File: src/rtl/dshot_rx_decoder.sv
// -----------------------------------------------------------------------------
// dshot_rx_decoder
// Receive-side DShot decoder. Samples one DShot line on the 16 MHz system
// clock and classifies each bit by the width of its high pulse. It assembles
// 16-bit frames, MSB first, then checks the 4-bit CRC. On a good frame it
// presents the throttle and telemetry fields together with a one-cycle strobe.
//
// Ports
//   clk_in       system clock, 16 MHz
//   reset        asynchronous, active-high reset
//   enable       1 = decode; 0 = hold in SYNC, counters cleared, no strobes
//   dshot_in     raw asynchronous DShot line
//   throttle     throttle field [15:5] of the last valid frame
//   telemetry    telemetry-request bit [4] of the last valid frame
//   frame_valid  strobe: frame received, CRC good, throttle/telemetry updated
//   crc_err      strobe: 16 bits received, CRC mismatch, outputs held
//   frame_err    strobe: glitch, oversize pulse or mid-frame timeout
//
// Handshake: the three strobes are single-cycle, push-only events with no
// back-pressure. At most one is high in any cycle, and two never appear in
// consecutive cycles. throttle/telemetry are stable except in the cycle
// frame_valid is high, which is the first cycle the new values are visible.
// -----------------------------------------------------------------------------
module dshot_rx_decoder #(
  parameter int BIT_CLKS    = 27,
  parameter int THRESH_CLKS = 15,
  parameter int MIN_HIGH    = 4,
  parameter int MAX_HIGH    = 24,
  parameter int GAP_CLKS    = 54
) (
  input  logic        clk_in,
  input  logic        reset,
  input  logic        enable,
  input  logic        dshot_in,
  output logic [10:0] throttle,
  output logic        telemetry,
  output logic        frame_valid,
  output logic        crc_err,
  output logic        frame_err
);

  if (!(MIN_HIGH < THRESH_CLKS && THRESH_CLKS <= MAX_HIGH &&
        MAX_HIGH < BIT_CLKS && BIT_CLKS < GAP_CLKS && GAP_CLKS < 255)) begin : g_param_check
    $error("dshot_rx_decoder: inconsistent timing parameters");
  end

  localparam logic [7:0] THRESH_L = 8'(THRESH_CLKS);
  localparam logic [7:0] MIN_L    = 8'(MIN_HIGH);
  localparam logic [7:0] MAX_L    = 8'(MAX_HIGH);
  localparam logic [7:0] GAP_LAST = 8'(GAP_CLKS - 1);

  typedef enum logic [2:0] {
    SYNC  = 3'd0,
    IDLE  = 3'd1,
    HIGH  = 3'd2,
    LOW   = 3'd3,
    CHECK = 3'd4
  } state_t;

  state_t      state_q, state_d;
  logic        sync1_q, din_s, din_d;
  logic [7:0]  cnt_q;
  logic [3:0]  bit_cnt_q, bit_cnt_d;
  logic [15:0] shift_q, shift_d;
  logic        frame_valid_d, crc_err_d, frame_err_d;

  logic        rise, fall, low_run_done, bit_val, crc_ok;
  logic [15:0] frame_next;

  // Two-flop synchronizer plus one delayed copy for edge detection.
  always_ff @(posedge clk_in or posedge reset) begin
    if (reset) begin
      sync1_q <= 1'b0;
      din_s   <= 1'b0;
      din_d   <= 1'b0;
    end else begin
      sync1_q <= dshot_in;
      din_s   <= sync1_q;
      din_d   <= din_s;
    end
  end

  assign rise = din_s & ~din_d;
  assign fall = ~din_s & din_d;

  // cnt_q is the number of cycles din_s has spent at its previous level
  // before the current cycle. On a falling edge it is therefore exactly the
  // high width of the pulse that just ended.
  assign low_run_done = ~din_s & ~din_d & (cnt_q >= GAP_LAST);
  assign bit_val      = (cnt_q >= THRESH_L);
  assign frame_next   = {shift_q[14:0], bit_val};

  // The CRC is evaluated as the 16th bit shifts in. The registered strobe
  // and the fields then land in the single CHECK cycle, one clock after the
  // final falling edge.
  assign crc_ok = ((frame_next[15:12] ^ frame_next[11:8] ^ frame_next[7:4]) == frame_next[3:0]);

  always_comb begin
    state_d       = state_q;
    bit_cnt_d     = bit_cnt_q;
    shift_d       = shift_q;
    frame_valid_d = 1'b0;
    crc_err_d     = 1'b0;
    frame_err_d   = 1'b0;
    if (!enable) begin
      state_d   = SYNC;
      bit_cnt_d = 4'd0;
      shift_d   = 16'd0;
    end else begin
      case (state_q)
        SYNC: begin
          if (low_run_done) state_d = IDLE;
        end
        IDLE: begin
          if (rise) begin
            state_d   = HIGH;
            bit_cnt_d = 4'd0;
            shift_d   = 16'd0;
          end
        end
        HIGH: begin
          // Oversize test comes first so a pulse of MAX_HIGH+1 is rejected
          // even when it ends in this very cycle.
          if (cnt_q > MAX_L) begin
            frame_err_d = 1'b1;
            state_d     = SYNC;
          end else if (fall) begin
            if (cnt_q < MIN_L) begin
              frame_err_d = 1'b1;
              state_d     = SYNC;
            end else begin
              shift_d   = frame_next;
              bit_cnt_d = bit_cnt_q + 4'd1;
              if (bit_cnt_q == 4'd15) begin
                state_d       = CHECK;
                frame_valid_d = crc_ok;
                crc_err_d     = ~crc_ok;
              end else begin
                state_d = LOW;
              end
            end
          end
        end
        LOW: begin
          if (rise) begin
            state_d = HIGH;
          end else if (low_run_done) begin
            frame_err_d = 1'b1;
            state_d     = SYNC;
          end
        end
        CHECK: begin
          state_d = SYNC;
        end
        default: begin
          state_d = SYNC;
        end
      endcase
    end
  end

  always_ff @(posedge clk_in or posedge reset) begin
    if (reset) begin
      state_q     <= SYNC;
      cnt_q       <= 8'd0;
      bit_cnt_q   <= 4'd0;
      shift_q     <= 16'd0;
      throttle    <= 11'd0;
      telemetry   <= 1'b0;
      frame_valid <= 1'b0;
      crc_err     <= 1'b0;
      frame_err   <= 1'b0;
    end else begin
      state_q     <= state_d;
      bit_cnt_q   <= bit_cnt_d;
      shift_q     <= shift_d;
      frame_valid <= frame_valid_d;
      crc_err     <= crc_err_d;
      frame_err   <= frame_err_d;
      if (frame_valid_d) begin
        throttle  <= shift_d[15:5];
        telemetry <= shift_d[4];
      end
      // The edge cycle is the first cycle of the new level, so the count
      // restarts at 1. It saturates to give a stable "long" reading.
      if (!enable)
        cnt_q <= 8'd0;
      else if (din_s != din_d)
        cnt_q <= 8'd1;
      else if (cnt_q != 8'hFF)
        cnt_q <= cnt_q + 8'd1;
    end
  end

endmodule

File: config.mk
export PLATFORM = sky130hd
export DESIGN_NAME = dshot_rx_decoder
export DESIGN_NICKNAME = d
export VERILOG_FILES = /design/src/rtl/dshot_rx_decoder.sv
export SDC_FILE = /design/constraint.sdc
export NUM_CORES = 1
export LEC_CHECK = 0
export ABC_AREA = 0
export CORE_UTILIZATION = 45
export DETAILED_ROUTE_END_ITERATION = 8
export DONT_BUFFER_PORTS = 1
export HOLD_SLACK_MARGIN = 0.12
export PLACE_DENSITY = 0.71
export SETUP_SLACK_MARGIN = 0.3
export SYNTH_ARGS = -nofsm -noshare
export SYNTH_HDL_FRONTEND = slang
export SYNTH_SLANG_ARGS = --single-unit
File: constraint.sdc
create_clock -name clk_in -period 2.6 [get_ports clk_in]
set_input_delay 0.52 -clock clk_in [delete_from_list [all_inputs] [get_ports clk_in]]
set_output_delay 0.52 -clock clk_in [all_outputs]
set_load 0.03 [all_outputs]
==> impl_metrics.yaml <==
status:
  outcome: "finished clean"
logic_synthesis:
  yosysUniqueCellTypes: 35
  synthTopCellsByArea: "dfrtp_1 (51%), mux2_2 (5.6%), nand2_1 (4.3%), ha_1 (4.1%), nand3_1 (3.9%)"
  yosysWarnings: 0
  synth-main-ff-cell: "dfrtp_1"
  yosys_register_bits: 49
  synth_edf_count: 0
  syn_area_mm2: 0.002420
  postSynthCellCount: 236
  syn-num-nets: 248
  synth_area_leader_cell: "dfrtp_1"
  synth.avg_cell_area_um2: 10.25
  synth_top_area_share_pct: 50.67
  ys_async_sr_fraction_pct: 100.0
  synth_seq_area_share_pct: 50.67
floorplanning:
  coreArea_mm2: 0.005140
  fp.dieArea_mm2: 0.005675
  die_x_um: 75.33
  fp.dieH_um: 75.33
  rows: 26
  initial_core_util_pct: 47.08
  ioPinCount: 19
clock_network:
  cts_sinks: 49
  ctsLongestPathBuffers: 2
  cts-root-buf: "clkbuf_8"
  clk_pin_slew_ns: 0.08
  clk_latency_ns: 0.30
  tritoncts: "yes"
  htreeDepth: 2
  cts-buffers-inserted: 5
power:
  ir_drop_mv: 0.4092
  p_int_uw: 1049
  netSwitchingFraction_pct: 29.18
  clkPwrFrac_pct: 29.4
  power_leakage_uw: 0.001300
  power_frac_seq_pct: 54.8
  p_per_area_mw_per_mm2: 538.4
  combPwrFrac_pct: 15.8
  p_switching_uw: 432.2
global_route:
  grt_pass1_vias: 1642
  grt_max_degree: 19
  gr-total-overflow: 0
  grt_pass1_wl_um: 7652
  antenna_found_initial: 0
  grt_use_total_pct: 18.32
finish:
  num-fill-cells: 495
  nets: 265
  diodes: 0
  drive_gt1_share_pct: 18.90
  multiInputGateArea_mm2: 0.001161
  post-route-cell-area_mm2: 0.002751
  final_common_cell: "dfrtp_1"
  area_growth_syn_to_layout_pct: 13.70
  layout_common_cells: "dfrtp_1 (49), nand2_1 (28), nand3_1 (18)"
  register_area_mm2: 0.001226
  post-route-util_pct: 53.53
min_path:
  holdPathStages: 0
  hold_path_class: "input pin to flop"
routing:
  via_count: 1793
  met1_length_um: 2238
  antenna_left: 0
  dr_wl_met3_um: 311
  wl_um: 4843
  detail_route.first_pass.iterations: 4
  vias_per_cell: 5.534
  route.met2.wl_um: 2215
  wl_per_cell_um: 14.95
  initialDrtViolationCount: 109
  top_layer: "met4"
  post-route-drc-count: 0
timing:
  min_period_ns: 2.272
  finClkSkew_ns: 0.003114
  hold_violations: 0
  slew_headroom_pct: 38.20
  rsz0062_at_grt: "yes"
  timing.final.crit_share_pct: 87.40
  setup_viol: 0
  drv_slew: 0
  finalSetupTns_ns: 0
  tightestPinTransition_ns: 0.9235
  fmax_mhz: 440.1
worst_setup_path:
  worst-path-max-fanout: 3
  crit_type: "flop to flop"
  cp_slowest_cell: "or4_4"
  critPathCaptureType: "flop"
  ff2ff_path_depth: 6
  cp.buffers_inverters: 0
  path_cells: "or3_4, or4_4, and3_4, and2_4, a221o_1, mux2_2"
  crit_arrival_ns: 2.47
  cp_data_required_time_ns: 2.79
  start_kind: "flop"
  path_delay_family: "simple AND/OR/NAND/NOR gates"
  path_depth: 6
  critical-path-max-stage-delay_ns: 0.43
place:
  place_area_mm2: 0.002527
  dp_hpwl_um: 3225
  place.gp.congestion: 0.8011
  io_buffers: 0
job:
  cap_viol_max_count: 0
==> cell type report <==
type / instances / share of cell area [%]
inverters: 10 / 1.364
well taps: 70 / 3.183
flip-flops and latches: 49 / 44.57
clock buffers: 6 / 2.638
multi-input cells: 168 / 42.20
repair buffers: 19 / 5.684
clock inverters: 2 / 0.3638
==> routing by layer <==
layer | vias up | track usage (%)
li1 | 866 | -
met4 | 0 | 7.613
met2 | 54 | 27.38
met1 | 864 | 24.83
met5 | - | 0
met3 | 9 | 5.688
==> sequential cells by signal (all words and copies together), names as in the netlist, 3 cells and up <==
register   count
cnt_q          8
throttle      11
shift_q       16
state_q        3
bit_cnt_q      4
==> power groups by stage <==
stage / sequential [uW] / combinational, uW / clock (uW)
2_1_floorplan: 815 / 178 / 0
3_3_place_gp: 822 / 223 / 0
3_5_place_dp: 823 / 230 / 0
4_1_cts: 809 / 232 / 454
5_1_grt: 813 / 261 / 482
6_report: 812 / 234 / 435
==> cells by family (layout without fill, tap and decap cells) <==
logic type,Yosys count,in the layout,synth area share [%]
AOI/OAI and AO/OA,44,44,12.41
xor gates and xnor gates,13,13,4.705
adders and majority gates,8,8,4.137
buffers and inverters,19,37,3.619
DFF,49,49,50.67
muxes,14,14,6.412
and+or+nand+nor,89,89,18.05
==> timing repair <==
action | 4_1_cts | 5_1_grt
setup endpoints to repair | 12 | 13
setup buffers | 5 | 4
gates cloned | 0 | 1
resized for setup | 5 | 8
pin swaps | 2 | 2
hold buffers | 1 | 0
endpoints found under the hold margin | 16 | 0
==> cells in the mapped netlist (all sizes together) (2+ instances only) <==
library cell  number
mux2              12
a21oi              5
nor3b              2
o211a              2
clkbuf             6
a221o              2
a22o               5
o31ai              2
nand2             28
ha                 8
nand3             19
and2               2
inv               10
o21ai             10
xnor2              9
nor3               6
o211ai            10
nor2              13
nand2b             5
and3               6
mux2i              2
dfrtp             49
a31oi              6
xor2               4
or3                3
buf                3
==> final timing paths <==
kind / startpoint / end / slack, ns
min: dshot_in / sync1_q$_DFF_PP0_ / 0.24
max in group asynchronous: reset / state_q[2]$_DFFE_PP0P_ / 1.42
min in group asynchronous: reset / throttle[7]$_DFFE_PP0P_ / 0.63
min reg2reg: sync1_q$_DFF_PP0_ / din_s$_DFF_PP0_ / 0.36
max: cnt_q[6]$_DFFE_PP0P_ / throttle[10]$_DFFE_PP0P_ / 0.33
max reg2reg: cnt_q[6]$_DFFE_PP0P_ / throttle[10]$_DFFE_PP0P_ / 0.33
==> metrics by stage <==
| step | hold slack [ns] | worst slack [ns] | power, uW | cells |
|---|---|---|---|---|
| final | 0.2390 | 0.3276 | 1481 | 324 |
| after global routing | 0.2205 | 0.2463 | 1556 | 324 |
| after CTS | 0.2264 | 0.3086 | 1494 | 319 |
| after detailed placement | 0.3394 | 0.1880 | 1052 | 305 |
| after global placement | 0.3332 | 0.2284 | 1045 | 305 |
| after floorplan | 0.3312 | 0.1337 | 992.9 | 236 |
Power figures use the tool's default switching activity.
